**config.mk**
```make
export PLATFORM = sky130hd
export DESIGN_NAME = seg_scan_driver
export DESIGN_NICKNAME = d
export VERILOG_FILES = /design/src/rtl/seg_pkg.sv /design/src/rtl/bin2bcd_seq.sv /design/src/rtl/seg_scan_driver.sv
export SDC_FILE = /design/constraint.sdc
export NUM_CORES = 1
export LEC_CHECK = 0
export ABC_AREA = 1
export CORE_ASPECT_RATIO = 0.7
export CORE_MARGIN = 1
export CORE_UTILIZATION = 63
export DETAILED_ROUTE_END_ITERATION = 16
export DONT_BUFFER_PORTS = 1
export HOLD_SLACK_MARGIN = 0.03
export PLACE_DENSITY = 0.76
export SYNTH_ARGS = -nofsm -noshare
export SYNTH_HDL_FRONTEND = slang
export SYNTH_SLANG_ARGS = --single-unit
```
**constraint.sdc**
```tcl
create_clock -name clk -period 2.1 [get_ports clk]
set_input_delay 0.21 -clock clk [delete_from_list [all_inputs] [get_ports clk]]
set_output_delay 0.21 -clock clk [all_outputs]
set_load 0.05 [all_outputs]
```
**src/rtl/seg_pkg.sv**
```systemverilog
// Shared definitions for the parking-lot display: digit count, active-low
// 7-segment patterns (bit0 = a) and the BCD conversion state encoding.
package seg_pkg;

  localparam int DIGITS = 4;

  localparam logic [6:0] SEG_0     = 7'h40;
  localparam logic [6:0] SEG_1     = 7'h79;
  localparam logic [6:0] SEG_2     = 7'h24;
  localparam logic [6:0] SEG_3     = 7'h30;
  localparam logic [6:0] SEG_4     = 7'h19;
  localparam logic [6:0] SEG_5     = 7'h12;
  localparam logic [6:0] SEG_6     = 7'h02;
  localparam logic [6:0] SEG_7     = 7'h78;
  localparam logic [6:0] SEG_8     = 7'h00;
  localparam logic [6:0] SEG_9     = 7'h10;
  localparam logic [6:0] SEG_BLANK = 7'h7F;

  typedef enum logic [1:0] {IDLE, SHIFT, DONE} conv_state_t;

  function automatic logic [6:0] seg_decode(input logic [3:0] d);
    case (d)
      4'd0:    return SEG_0;
      4'd1:    return SEG_1;
      4'd2:    return SEG_2;
      4'd3:    return SEG_3;
      4'd4:    return SEG_4;
      4'd5:    return SEG_5;
      4'd6:    return SEG_6;
      4'd7:    return SEG_7;
      4'd8:    return SEG_8;
      4'd9:    return SEG_9;
      default: return SEG_BLANK;
    endcase
  endfunction

endpackage

```
**src/rtl/bin2bcd_seq.sv**
```systemverilog
// Sequential double-dabble converter: one add-3/shift step per cycle,
// BIN_W steps per conversion; a new start is accepted in IDLE or DONE.
module bin2bcd_seq
  import seg_pkg::*;
#(
  parameter int BIN_W   = 14,
  parameter int NIBBLES = DIGITS
) (
  input  logic                 clk,
  input  logic                 reset,
  input  logic                 start,
  input  logic [BIN_W-1:0]     bin,
  output logic [4*NIBBLES-1:0] bcd,
  output logic                 busy,
  output logic                 done
);

  localparam int BCD_W = 4 * NIBBLES;
  localparam int CNT_W = $clog2(BIN_W + 1);

  conv_state_t              state_reg, state_next;
  logic [BCD_W+BIN_W-1:0]   sr_reg, sr_next;
  logic [CNT_W-1:0]         count_reg, count_next;
  logic [BCD_W-1:0]         adj;

  genvar gi;
  generate
    for (gi = 0; gi < NIBBLES; gi++) begin : g_adj
      logic [3:0] nib;
      assign nib               = sr_reg[BIN_W + 4*gi +: 4];
      assign adj[4*gi +: 4]    = (nib >= 4'd5) ? nib + 4'd3 : nib;
    end
  endgenerate

  always_ff @(posedge clk or negedge reset) begin
    if (!reset) begin
      state_reg <= IDLE;
      sr_reg    <= '0;
      count_reg <= '0;
    end else begin
      state_reg <= state_next;
      sr_reg    <= sr_next;
      count_reg <= count_next;
    end
  end

  always_comb begin
    state_next = state_reg;
    sr_next    = sr_reg;
    count_next = count_reg;
    case (state_reg)
      IDLE, DONE: begin
        if (start) begin
          sr_next    = {{BCD_W{1'b0}}, bin};
          count_next = CNT_W'(BIN_W);
          state_next = SHIFT;
        end else begin
          state_next = IDLE;
        end
      end
      SHIFT: begin
        sr_next    = {adj, sr_reg[BIN_W-1:0]} << 1;
        count_next = count_reg - CNT_W'(1);
        if (count_reg == CNT_W'(1)) state_next = DONE;
      end
      default: state_next = IDLE;
    endcase
  end

  assign bcd  = sr_reg[BIN_W +: BCD_W];
  assign busy = (state_reg != IDLE);
  assign done = (state_reg == DONE);

endmodule

```
**src/rtl/seg_scan_driver.sv**
```systemverilog
// 4-digit multiplexed 7-segment driver with saturating BCD conversion and 2 Hz blink.
// Define LEADING_ZERO_BLANK_EN to blank leading zeros in the upper digits.
module seg_scan_driver
  import seg_pkg::*;
#(
  parameter int VALUE_W = 14,
  parameter int SAT_MAX = 9999
) (
  input  logic               clk,
  input  logic               reset,
  input  logic               clk_500Hz,
  input  logic               clk_2Hz,
  input  logic [VALUE_W-1:0] value,
  input  logic               load,
  input  logic               blink,
  output logic [DIGITS-1:0]  an,
  output logic [6:0]         seg,
  output logic               busy,
  output logic               overflow
);

  localparam logic [VALUE_W-1:0] SAT_VAL = VALUE_W'(SAT_MAX);
  localparam int                 IDX_W   = $clog2(DIGITS);

  logic                conv_busy, conv_done, conv_ready, conv_start;
  logic [4*DIGITS-1:0] conv_bcd;
  logic [VALUE_W-1:0]  start_src, conv_bin;
  logic                start_ovf;
  logic                pending_reg, overflow_reg;
  logic [VALUE_W-1:0]  pending_value_reg;
  logic [3:0]          digit_reg [DIGITS];

  // DONE can accept a fresh start, so a queued load never waits through IDLE.
  assign conv_ready = !conv_busy || conv_done;
  assign conv_start = conv_ready && (load || pending_reg);
  assign start_src  = load ? value : pending_value_reg;
  assign start_ovf  = (start_src > SAT_VAL);
  assign conv_bin   = start_ovf ? SAT_VAL : start_src;

  bin2bcd_seq #(
    .BIN_W   (VALUE_W),
    .NIBBLES (DIGITS)
  ) u_bin2bcd (
    .clk   (clk),
    .reset (reset),
    .start (conv_start),
    .bin   (conv_bin),
    .bcd   (conv_bcd),
    .busy  (conv_busy),
    .done  (conv_done)
  );

  always_ff @(posedge clk or negedge reset) begin
    if (!reset) begin
      pending_reg       <= 1'b0;
      pending_value_reg <= '0;
      overflow_reg      <= 1'b0;
      for (int i = 0; i < DIGITS; i++) digit_reg[i] <= 4'd0;
    end else begin
      if (load && !conv_ready) begin
        pending_reg       <= 1'b1;
        pending_value_reg <= value;
      end else if (conv_start) begin
        pending_reg <= 1'b0;
      end
      if (conv_start) overflow_reg <= start_ovf;
      if (conv_done) begin
        for (int i = 0; i < DIGITS; i++) digit_reg[i] <= conv_bcd[4*i +: 4];
      end
    end
  end

  logic              clk_500_d_reg, scan_tick;
  logic              started_reg, started_next, blank_now, lead_blank;
  logic [IDX_W-1:0]  idx_reg, disp_idx_reg, disp_idx_next;
  logic [DIGITS-1:0] an_reg, an_next;
  logic [6:0]        seg_reg, seg_next;

  assign scan_tick = clk_500Hz & ~clk_500_d_reg;

`ifdef LEADING_ZERO_BLANK_EN
  logic zero_above;
  always_comb begin
    lead_blank = 1'b0;
    zero_above = 1'b1;
    for (int i = DIGITS - 1; i > 0; i--) begin
      zero_above = zero_above & (digit_reg[i] == 4'd0);
      if (idx_reg == IDX_W'(i)) lead_blank = zero_above;
    end
  end
`else
  assign lead_blank = 1'b0;
`endif

  // an is recomputed every cycle so blink blanking follows clk_2Hz; seg only moves on a tick.
  always_comb begin
    started_next  = started_reg | scan_tick;
    disp_idx_next = scan_tick ? idx_reg : disp_idx_reg;
    blank_now     = blink & ~clk_2Hz;
    an_next       = '1;
    if (started_next && !blank_now) an_next[disp_idx_next] = 1'b0;
    seg_next = seg_reg;
    if (scan_tick) seg_next = lead_blank ? SEG_BLANK : seg_decode(digit_reg[idx_reg]);
  end

  always_ff @(posedge clk or negedge reset) begin
    if (!reset) begin
      clk_500_d_reg <= 1'b0;
      idx_reg       <= '0;
      disp_idx_reg  <= '0;
      started_reg   <= 1'b0;
      an_reg        <= '1;
      seg_reg       <= SEG_BLANK;
    end else begin
      clk_500_d_reg <= clk_500Hz;
      if (scan_tick) idx_reg <= idx_reg + IDX_W'(1);
      disp_idx_reg  <= disp_idx_next;
      started_reg   <= started_next;
      an_reg        <= an_next;
      seg_reg       <= seg_next;
    end
  end

  assign an       = an_reg;
  assign seg      = seg_reg;
  assign busy     = conv_busy;
  assign overflow = overflow_reg;

endmodule

```
==> impl_results.md, run 1 <==
- Top_reg_cell synth: dfrtp_1
- Post-cts sizing count: 0
- Fin. max-slew vios: 0
- DRC: 0
- Via Count: 3193
- Unrepaired setup endpoints after global routing: no
- Critical Path RT: between 2000 and 2500 ps
- Largest register FFs: 30
- Number of synthesized register bits: 85
- Full die area: around 7000 um2
- Synthesized cell area: approximately 4200 um2
- Layout Nets: between 500 and 600
- Crit end category: flip-flop
- Die height: approximately 70 um
- Status: complete, but fails checks
- Period minus WS final: about 1800 ps
- Via density: between 5 and 6
- Pwr Density: 1440 nW/um2
- Root buf cell: clkbuf_8
- FFs w/ async S/R, synth: 1.00
- First-pass GRT wire length: roughly 14 mm
- Initial Utilization: 0.661
- Peak supply drop: between 800 and 900 uV
- Sequential fraction of the synthesis area: 0.511
- Htree depth: 3
- Failing checks: negative hold slack
- WHS: -465 ps
- Area grow syn2layout: 9.98%
- Worst-margin pin slew: roughly 500 ps
- Critical Path AT: around 2000 ps
- Gp weighted congestion: approximately 0.92
- CTS Buf Count: 9
- Cell Rows: 24
- Final WL: 8.04 mm
- IO Count: 33
- TNS Setup: 0 ps
- TritonCTS clock tree: yes
- Die Wd: between 90 and 100 um
- Syn Nets: ~540
- # diodes: 0
- Multi-input combinational cell area: ~1700 um2
- WS Path Type: flip-flop to flip-flop
- Synth warnings: 0
- Leak: approximately 2.3 nW
- HPWL after detailed placement: around 5.5 mm
- Vias in the first global route: 3051
- Layout cell share with drive strength beyond 1: 0.103
- Slew margin rel.: 0.665
- Distinct cells, synth: 29
- Peak fanout along the critical path: 10
- Post-CTS Setup Bufs: 0
- Clock sinks: 85
- Area taken by flip-flops and latches: 2140 um2
- DRT iter0 DRCs: 176
- Filler instances: about 500
- CORE AREA: between 6000 and 7000 um2
- Max-Cap Viols: 0
- Final setup violation count: 0
- Routed Antenna Nets: 0
- CTS clk-pin slew, worst paths: about 80 ps
- Post-DR wirelength/cell: between 10 and 15 um
- Fmax: about 570 MHz
- Number of hold buffers added after cts: 16
- Number of I/O port buffers: 0
- Clock skew: approximately 8.9 ps
- Final hold violation count: 85
- Global route overflow: 0
- 1st-pass router iterations: 4
- Antenna violations before repair: 0
- Synth Instances: ~500
- Post-synth EDFFs: 0
- Pwr Total: roughly 6.6 mW
- Setup crit start kind: flip-flop
- Clk buf depth: 2
- Skew-Pair Late Insertion Delay: around 360 ps
- Min-delay worst type: primary input to asynchronous set/reset pin
- Final Cycle Share: 0.835
- All-Layer GR Usage: 0.263
- Mean Syn Cell Area: about 8.4 um2
- Pin count of the biggest net entering global routing: 86
==> cells in the mapped netlist, types with 3 or more instances <==
cell      instances  area share
clkbuf_1          9      0.0081
o21ai_0          61       0.073
o211ai_1          5      0.0090
nor2_1           40       0.036
buf_2             4      0.0048
xor2_1            3      0.0063
dfstp_2          11       0.069
a21oi_1          26       0.031
mux2_2            8       0.022
nand2_1         117        0.10
nand2_2          10       0.015
buf_6             3      0.0081
inv_1            66       0.059
o21ai_1           3      0.0036
ha_1             15       0.045
dfrtp_1          74        0.44
o22ai_1           8       0.012
nand3_1          22       0.026
nor3_1            3      0.0036
==> worst max-delay path: stages (launching register included) <==
cell and delay [ps]:
dfrtp_1 500, inv_2 140, o211ai_1 200, nand2_1 150, inv_1 130, ha_1 240, nand2_1 90, nand3_1 70
a21oi_1 170
==> placed cells by master, fill, tap and decap left out, types with 4 or more instances in the layout <==
cell type and count:
nor2_1 40, a21oi_1 26, clkbuf_8 9, o22ai_1 8, dfstp_2 11, inv_1 66
nand2_2 10, mux2_2 8, nand3_1 22, dfrtp_1 74, clkbuf_1 4, dlygate4sd3_1 16
ha_1 15, nand2_1 117, buf_4 8, o211ai_1 5, o21ai_0 61
==> where the power goes <==
group	leakage, nW	total [mW]	switching (mW)	internal (mW)
Combinational	1.21	2.46	1.52	0.935
Clock	0.0914	1.10	0.548	0.548
Sequential	0.984	3.07	0.717	2.35
==> area by class of cell <==
class / instances / area share
clock buffers: 13 / 0.0301
well taps: 91 / 0.0247
clock inverters: 3 / 0.00869
flip-flops and latches: 85 / 0.465
repair buffers: 24 / 0.0478
multi-input cells: 329 / 0.366
inverters: 70 / 0.0576
==> worst paths after layout <==
| kind | from | endpoint | slack (ps) | depth (start not counted) |
|---|---|---|---|---|
| setup / recovery | idx_reg[0] | seg[3] | 350 | 8 |
| hold / removal | reset | pending_value_reg[1] | -470 | 0 |
| setup reg to reg | idx_reg[0] | seg[3] | 350 | 8 |
| hold reg to reg | started_reg | started_reg | 470 | 2 |
| max in group asynchronous | reset | an[0] | 2340 | 0 |
| min in group clk | blink | an[1] | 110 | 2 |
==> metrics by stage <==
stage               area (um2)  instances  hold slack [ps]   util  worst slack [ps]
floorplan                 4190        501            -85.6      -               585
global placement          4270        583            -83.6  0.674               508
detailed placement        4270        583            -83.2  0.674               410
CTS                       4610        615             -481  0.727               364
global route              4610        615             -489  0.727               134
finish                    4610        615             -465  0.727               346
==> cells by family after synthesis <==
kind of cell | share of synthesized area
AOI/OAI and AO/OA | 0.143
adders and majority gates | 0.0448
and+or+nand+nor | 0.187
xor gates and xnor gates | 0.00627
buffers and inverters | 0.0860
DFF | 0.511
muxes | 0.0215
==> per-layer routing <==
layer	wire length, um	share of wire	global-route usage
met1	4300	0.54	0.406
met3	440	0.055	0.0731
met4	90	0.011	0.0768
met5	0	0	0
met2	3200	0.40	0.361
No activity file was read; power rests on OpenSTA's default activity.
==> run 2, diff against run 1 <==
--- a/config.mk
+++ b/config.mk
@@ -8,11 +8,11 @@
 export ABC_AREA = 1
 export CORE_ASPECT_RATIO = 0.7
 export CORE_MARGIN = 1
-export CORE_UTILIZATION = 63
+export CORE_UTILIZATION = 57
 export DETAILED_ROUTE_END_ITERATION = 16
 export DONT_BUFFER_PORTS = 1
 export HOLD_SLACK_MARGIN = 0.03
-export PLACE_DENSITY = 0.76
+export PLACE_DENSITY = 0.72
 export SYNTH_ARGS = -nofsm -noshare
 export SYNTH_HDL_FRONTEND = slang
 export SYNTH_SLANG_ARGS = --single-unit
==> constraint.sdc (replaced) <==
create_clock -name clk -period 1.6 [get_ports clk]
set_input_delay 0.16 -clock clk [delete_from_list [all_inputs] [get_ports clk]]
set_output_delay 0.16 -clock clk [all_outputs]
set_load 0.05 [all_outputs]
==> run 2 against run 1 <==
Net effect: the run still ends with negative hold slack left; highest routed layer unchanged; via count up 4.6%; critical path depth is 3 higher; largest cell class unchanged; worst setup slack got worse by 320 ps; non-clock buffer count is 12 higher; largest power group unchanged; critical endpoint is now seg[4].
==> impl_results.md, run 2 (synthesized netlist as in run 1, its figures left out) <==
- WHS: -522 ps (was -465 ps)
- Critical Path RT: 1900 ps (was 2380 ps)
- Pwr Density: 1910 nW/um2 (was 1440 nW/um2)
- Reg2reg path depth: 11 (was 8)
- Post-DR wirelength/cell: 13.9 um (was 13.1 um)
- Post-Layout Cell Count: 630 (was 615)
- Final WL: 8.74 mm (was 8.04 mm)
- Skew-Pair Late Insertion Delay: 360 ps (about the same)
- Leak: 2.35 nW (was 2.29 nW)
- Final Cycle Share: 0.986 (was 0.835)
- Initial Utilization: 0.606 (was 0.661)
- TritonCTS clock tree: yes (unchanged)
- Number of I/O port buffers: 0 (unchanged)
- CP peak stage delay: 410 ps (was 500 ps)
- Critical Path AT: 1880 ps (was 2040 ps)
- Clock skew: 10.1 ps (was 8.85 ps)
- Pre-CTS WS: -30.0 ps (was 410 ps)
- Layout Nets: 566 (was 554)
- Most common cell on crit path: nand2_1 (unchanged)
- Gp weighted congestion: 0.844 (was 0.919)
- Die height: 73.7 um (was 70.2 um)
- WP buf/inv: 3 (was 2)
- RR Endpoint: seg[4] (was seg[3])
- FF-to-FF Start: idx_reg[0] (unchanged)
- Peak fanout along the critical path: 8 (was 10)
- Largest register FFs: 30 (unchanged)
- Global route overflow: 0 (unchanged)
- Crit path cell chain: inv_2, nand2_1, o211ai_1, nand2_1, inv_2, ha_1, nand2_1, o21ai_1, inv_1, nand2_1, nand2_1 (was inv_2, o211ai_1, nand2_1, inv_1, ha_1, nand2_1, nand3_1, a21oi_1)
- All-Layer GR Usage: 0.246 (was 0.263)
- Post-Place Cells: 589 (was 583)
- Slew margin rel.: 0.661 (was 0.665)
- Max-Cap Viols: 0 (unchanged)
- Via density: 5.30 (was 5.19)
- CP startpoint: idx_reg[0] (unchanged)
- Fin. max-slew vios: 0 (unchanged)
- Min-delay worst type: primary input to asynchronous set/reset pin (unchanged)
- Period minus WS final: 1580 ps (was 1750 ps)
- Antenna violations before repair: 0 (unchanged)
- Layout cell share with drive strength beyond 1: 0.166 (was 0.103)
- WS Path Type: flip-flop to flip-flop (unchanged)
- IO Count: 33 (unchanged)
- Slowest-stage cell, CP: dfrtp_1 (unchanged)
- CORE AREA: 6910 um2 (was 6340 um2)
- Pin count of the biggest net entering global routing: 86 (unchanged)
- Filler instances: 534 (was 498)
- First-pass GRT wire length: 14.8 mm (was 14.2 mm)
- R2R setup slack: 20 ps (was 350 ps)
- Clock power frac: 0.162 (was 0.165)
- Commonest cells after routing, fill and taps aside: nand2_1 (112), dfrtp_1 (73), inv_1 (61) (was nand2_1 (117), dfrtp_1 (74), inv_1 (66))
- Root buf cell: clkbuf_8 (unchanged)
- Power Internal: 5.25 mW (was 3.84 mW)
- Crit end category: flip-flop (unchanged)
- Number of hold buffers added after cts: 16 (unchanged)
- Setup crit start kind: flip-flop (unchanged)
- 1st-pass router iterations: 5 (was 4)
- Htree depth: 3 (unchanged)
- WP depth: 11 (was 8)
- Worst setup margin: 23.0 ps (was 346 ps)
- Full die area: 7700 um2 (was 6980 um2)
- End of the critical path: seg[4] (was seg[3])
- Failing checks: negative hold slack (unchanged)
- HPWL after detailed placement: 5.76 mm (was 5.54 mm)
- Crit-path leading delay family: simple AND/OR/NAND/NOR gates (was flip-flops)
- Worst-margin pin slew: 507 ps (was 501 ps)
- CTS clk-pin slew, worst paths: 90 ps (was 80 ps)
- Unrepaired setup endpoints after global routing: yes (was no)
- Sw power: 3.94 mW (was 2.79 mW)
- Clock sinks: 85 (unchanged)
- Cell Rows: 25 (was 24)
- Vias in the first global route: 3081 (was 3051)
- DRC: 0 (unchanged)
- Multi-input combinational cell area: 1770 um2 (was 1690 um2)
- Peak supply drop: 1010 uV (was 827 uV)
- Area grow syn2layout: 14.5% (was 9.98%)
- Die Wd: 104 um (was 99.5 um)
- Via Count: 3339 (was 3193)
- Area taken by flip-flops and latches: 2140 um2 (about the same)
- Final hold violation count: 85 (unchanged)
- CTS Buf Count: 9 (unchanged)
- Fmax: 634 MHz (was 570 MHz)
- Routed Antenna Nets: 0 (unchanged)
- Final setup violation count: 0 (unchanged)
- Status: complete, but fails checks (unchanged)
- Most common cell after layout, fill and taps aside: nand2_1 (unchanged)
- Clk buf depth: 2 (unchanged)
- Combinational share of power: 0.400 (was 0.371)
- Seq pwr share: 0.439 (was 0.463)
- Sw Ratio: 0.429 (was 0.421)
- # diodes: 0 (unchanged)
- DRT iter0 DRCs: 197 (was 176)
## run 2: cell types whose count changed in the layout (fill, tap and decap cells not counted), sizes merged
cell and delta:
clkinvlp +2, clkbuf -3, clkinv +1, buf +12
## run 2: cell type report
cell class                 count  share of cell area
multi-input combinational    329               0.368
sequential                    85               0.446
timing repair buffer          36              0.0654
inverter                      70              0.0553
clock inverter                 6              0.0133
clock buffer                  10              0.0266
tap                           94              0.0245
## run 2: how the worst min path moves through the flow
stage | cells after the start | start | end
finish | 0 | reset | u_bin2bcd.sr_reg[0]
global route | 0 | reset | pending_value_reg[3]
CTS | 0 | reset | pending_value_reg[2]
detailed placement | 0 | reset | pending_value_reg[2]
global placement | 0 | reset | pending_value_reg[2]
floorplan | 0 | reset | clk_500_d_reg
## run 2: timing repair
item / CTS / global route
resized for setup: 2 / 26
hold endpoints to repair: 101 / 85
pin swaps: 0 / 12
buffers inserted: 3 / 6
endpoints found under the setup margin: 3 / 10
## run 2: metrics by stage
stage               setup TNS (ps)  hold slack [ps]  utilization  power [mW]  cell area (um2)
finish                           0             -522        0.694        9.19             4800
global route                  -337             -543        0.694        9.99             4800
CTS                              0             -536        0.676        8.88             4670
detailed placement           -68.2             -134        0.621        7.27             4290
global placement                 0             -133        0.621        7.13             4290
floorplan                        0             -136            -        6.48             4190
## run 2: power groups by stage
stage | Combinational (mW) | Clock (mW) | Sequential (mW)
3_5_place_dp | 3.21 | 0 | 4.06
2_1_floorplan | 2.57 | 0 | 3.91
5_1_grt | 4.25 | 1.61 | 4.13
6_report | 3.67 | 1.48 | 4.03
4_1_cts | 3.32 | 1.53 | 4.03
3_3_place_gp | 3.10 | 0 | 4.04
## run 2: routing by layer
| metal | wire (um) | vias to the layer above | GRT usage |
|---|---|---|---|
| li1 | - | 1667 | - |
| met1 | 4370 | 1575 | 0.356 |
| met2 | 3760 | 81 | 0.366 |
| met3 | 493 | 16 | 0.0763 |
| met4 | 116 | 0 | 0.0524 |
| met5 | 0 | - | 0 |
==> run 3, diff against run 2 <==
--- a/config.mk
+++ b/config.mk
@@ -8,11 +8,12 @@
 export ABC_AREA = 1
 export CORE_ASPECT_RATIO = 0.7
 export CORE_MARGIN = 1
-export CORE_UTILIZATION = 57
+export CORE_UTILIZATION = 59
+export CTS_BUF_LIST = sky130_fd_sc_hd__clkbuf_8
 export DETAILED_ROUTE_END_ITERATION = 16
 export DONT_BUFFER_PORTS = 1
 export HOLD_SLACK_MARGIN = 0.03
-export PLACE_DENSITY = 0.72
+export PLACE_DENSITY_LB_ADDON = 0.3
 export SYNTH_ARGS = -nofsm -noshare
 export SYNTH_HDL_FRONTEND = slang
 export SYNTH_SLANG_ARGS = --single-unit
==> run 3 against run 2 <==
Net effect: the flow finishes with violations (negative hold slack, negative setup slack); sequential power about the same; register-to-register slack worse by 60 ps; worst setup slack worse by 64 ps; final cell count up 0.79%; first-iteration DRC count up 36%; clock-buffer cell count up 2; global-route usage up 1.3 points; non-clock buffer count up 4; clock skew up 1.7 ps; largest power group unchanged; highest routed layer unchanged.
==> impl_results.md, run 3 (synthesized netlist as in run 1, its figures left out) <==
- CTS clk-pin slew, worst paths: 90 ps (about the same)
- Top Usage Layer GRT: met1 (was met2)
- Pin count of the biggest net entering global routing: 86 (unchanged)
- Largest register FFs: 30 (unchanged)
- Fin. max-slew vios: 0 (unchanged)
- First-pass GRT wire length: 14.6 mm (was 14.8 mm)
- Final WL: 8.91 mm (was 8.74 mm)
- Initial Utilization: 0.614 (was 0.606)
- Failing checks: negative hold slack, negative setup slack (was negative hold slack)
- DRC: 0 (unchanged)
- Full die area: 7450 um2 (was 7700 um2)
- Final Cycle Share: 1.03 (was 0.986)
- Met1 GRT Util: 0.380 (was 0.356)
- Die Wd: 103 um (was 104 um)
- Most common cell after layout, fill and taps aside: nand2_1 (unchanged)
- DRT iter0 DRCs: 268 (was 197)
- Number of hold buffers added after cts: 16 (unchanged)
- Htree depth: 3 (unchanged)
- Die height: 72.5 um (was 73.7 um)
- Unrepaired setup endpoints after global routing: yes (unchanged)
- Root buf cell: clkbuf_8 (unchanged)
- Worst setup margin: -40.8 ps (was 23.0 ps)
- Via Count: 3390 (was 3339)
- TNS Setup: -71.3 ps (was 0 ps)
- Design area: 4910 um2 (was 4800 um2)
- Global route overflow: 0 (unchanged)
- Final hold violation count: 85 (unchanged)
- Multi-input combinational cell area: 1800 um2 (was 1770 um2)
- Fmax: 609 MHz (was 634 MHz)
- Commonest cells after routing, fill and taps aside: nand2_1 (108), dfrtp_1 (71), inv_1 (61) (was nand2_1 (112), dfrtp_1 (73), inv_1 (61))
- Max-Cap Viols: 0 (unchanged)
- Min-delay worst type: primary input to asynchronous set/reset pin (unchanged)
- WS Path Type: flip-flop to flip-flop (unchanged)
- Worst-margin pin slew: 567 ps (was 507 ps)
- Area grow syn2layout: 17.3% (was 14.5%)
- Post-DR wirelength/cell: 14.0 um (was 13.9 um)
- Period minus WS final: 1640 ps (was 1580 ps)
- Area taken by flip-flops and latches: 2140 um2 (about the same)
- Vias in the first global route: 3119 (was 3081)
- Pwr Total: 9.61 mW (was 9.19 mW)
- Layout Nets: 571 (was 566)
- Number of I/O port buffers: 0 (unchanged)
- IO Count: 33 (unchanged)
- Met3 GRT Util: 0.0848 (was 0.0763)
- Placement Cell Area: 4290 um2 (about the same)
- Setup crit start kind: flip-flop (unchanged)
- Cell Rows: 25 (unchanged)
- Post-Place Cells: 588 (was 589)
- WHS: -522 ps (about the same)
- CORE AREA: 6820 um2 (was 6910 um2)
- Final setup violation count: 3 (was 0)
- Pwr Density: 1950 nW/um2 (was 1910 nW/um2)
- Via density: 5.34 (was 5.30)
- 1st-pass router iterations: 5 (unchanged)
- TritonCTS clock tree: yes (unchanged)
- Reg2reg path depth: 11 (unchanged)
- R2R setup slack: -40 ps (was 20 ps)
- Peak supply drop: 949 uV (was 1010 uV)
- Critical Path RT: 1900 ps (about the same)
- Leak: 2.40 nW (was 2.35 nW)
- Status: complete, but fails checks (unchanged)
- CTS Buf Count: 9 (unchanged)
- Clk buf depth: 2 (unchanged)
- GR Layer Usage met2: 0.371 (was 0.366)
- Skew-Pair Late Insertion Delay: 370 ps (was 360 ps)
- All-Layer GR Usage: 0.259 (was 0.246)
- Peak fanout along the critical path: 5 (was 8)
- Critical Path AT: 1940 ps (was 1880 ps)
- Post-Layout Cell Count: 635 (was 630)
- Clock sinks: 85 (unchanged)
- Slew margin rel.: 0.621 (was 0.661)
- Layout cell share with drive strength beyond 1: 0.189 (was 0.166)
- Gp weighted congestion: 0.830 (was 0.844)
- Routed Antenna Nets: 0 (unchanged)
- Antenna violations before repair: 0 (unchanged)
- # diodes: 0 (unchanged)
- HPWL after detailed placement: 5.66 mm (was 5.76 mm)
- Filler instances: 506 (was 534)
- Crit end category: flip-flop (unchanged)
- Clock skew: 11.8 ps (was 10.1 ps)
[run 3: changes by cell type in the layout (fill, tap and decap cells not counted), moves of 2 or more]
cell / delta
nand2_1: -4
nand2_2: +4
buf_6: +3
clkbuf_8: +3
dfrtp_1: -2
dfrtp_2: +2
ha_1: -2
ha_4: +2
inv_4: +2
[run 3: path summary, 6_finish.rpt]
kind,startpoint,end
min in group clk,load,u_bin2bcd.sr_reg[7]
max,idx_reg[0],seg[6]
min reg2reg,started_reg,started_reg
max reg2reg,idx_reg[0],seg[6]
min,reset,u_bin2bcd.sr_reg[23]
max in group asynchronous,reset,an[3]
[run 3: routing by layer]
layer / wire length [um] / vias to the layer above
li1: - / 1675
met1: 4430 / 1630
met2: 3930 / 77
met3: 455 / 8
met4: 99 / 0
met5: 0 / -
[run 3: final cells by class]
class / count / share of cell area
sequential: 85 / 0.436
multi-input combinational: 329 / 0.365
clock inverter: 4 / 0.00942
clock buffer: 12 / 0.0336
timing repair inverter: 1 / 0.00153
inverter: 70 / 0.0550
timing repair buffer: 40 / 0.0748
tap: 94 / 0.0239
[run 3: timing repair]
action                                  in CTS  in global routing
buffers inserted                             3                 11
pin swaps                                    1                 20
resized for setup                            4                 39
endpoints found under the hold margin      102                 85
gates cloned                                 1                  0
endpoints found under the setup margin       3                 12
[run 3: critical path, stage by stage (launching register included)]
cell        delay (ps)
dfrtp_2            460
clkinvlp_4         150
o211ai_1           190
nand2_1            130
buf_6              150
ha_4               150
inv_2               50
nand2_2             50
nand2_1             70
nor2_1              40
nor2_1              90
nor2_1              40
[run 3: through the flow]
| stage | hold WS [ps] | setup WS, ps | utilization |
|---|---|---|---|
| finish | -522 | -40.8 | 0.721 |
| global route | -545 | -90.2 | 0.721 |
| CTS | -535 | 2.59 | 0.688 |
| detailed placement | -133 | -39.8 | 0.629 |
| global placement | -134 | 76.2 | 0.629 |
| floorplan | -136 | 85.2 | - |
[run 3: power breakdown]
part	switching (mW)	total, mW	internal, mW	leakage, nW
Clock	0.753	1.59	0.841	0.110
Combinational	2.34	3.96	1.62	1.31
Sequential	0.956	4.05	3.09	0.980
Total	4.05	9.61	5.56	2.40
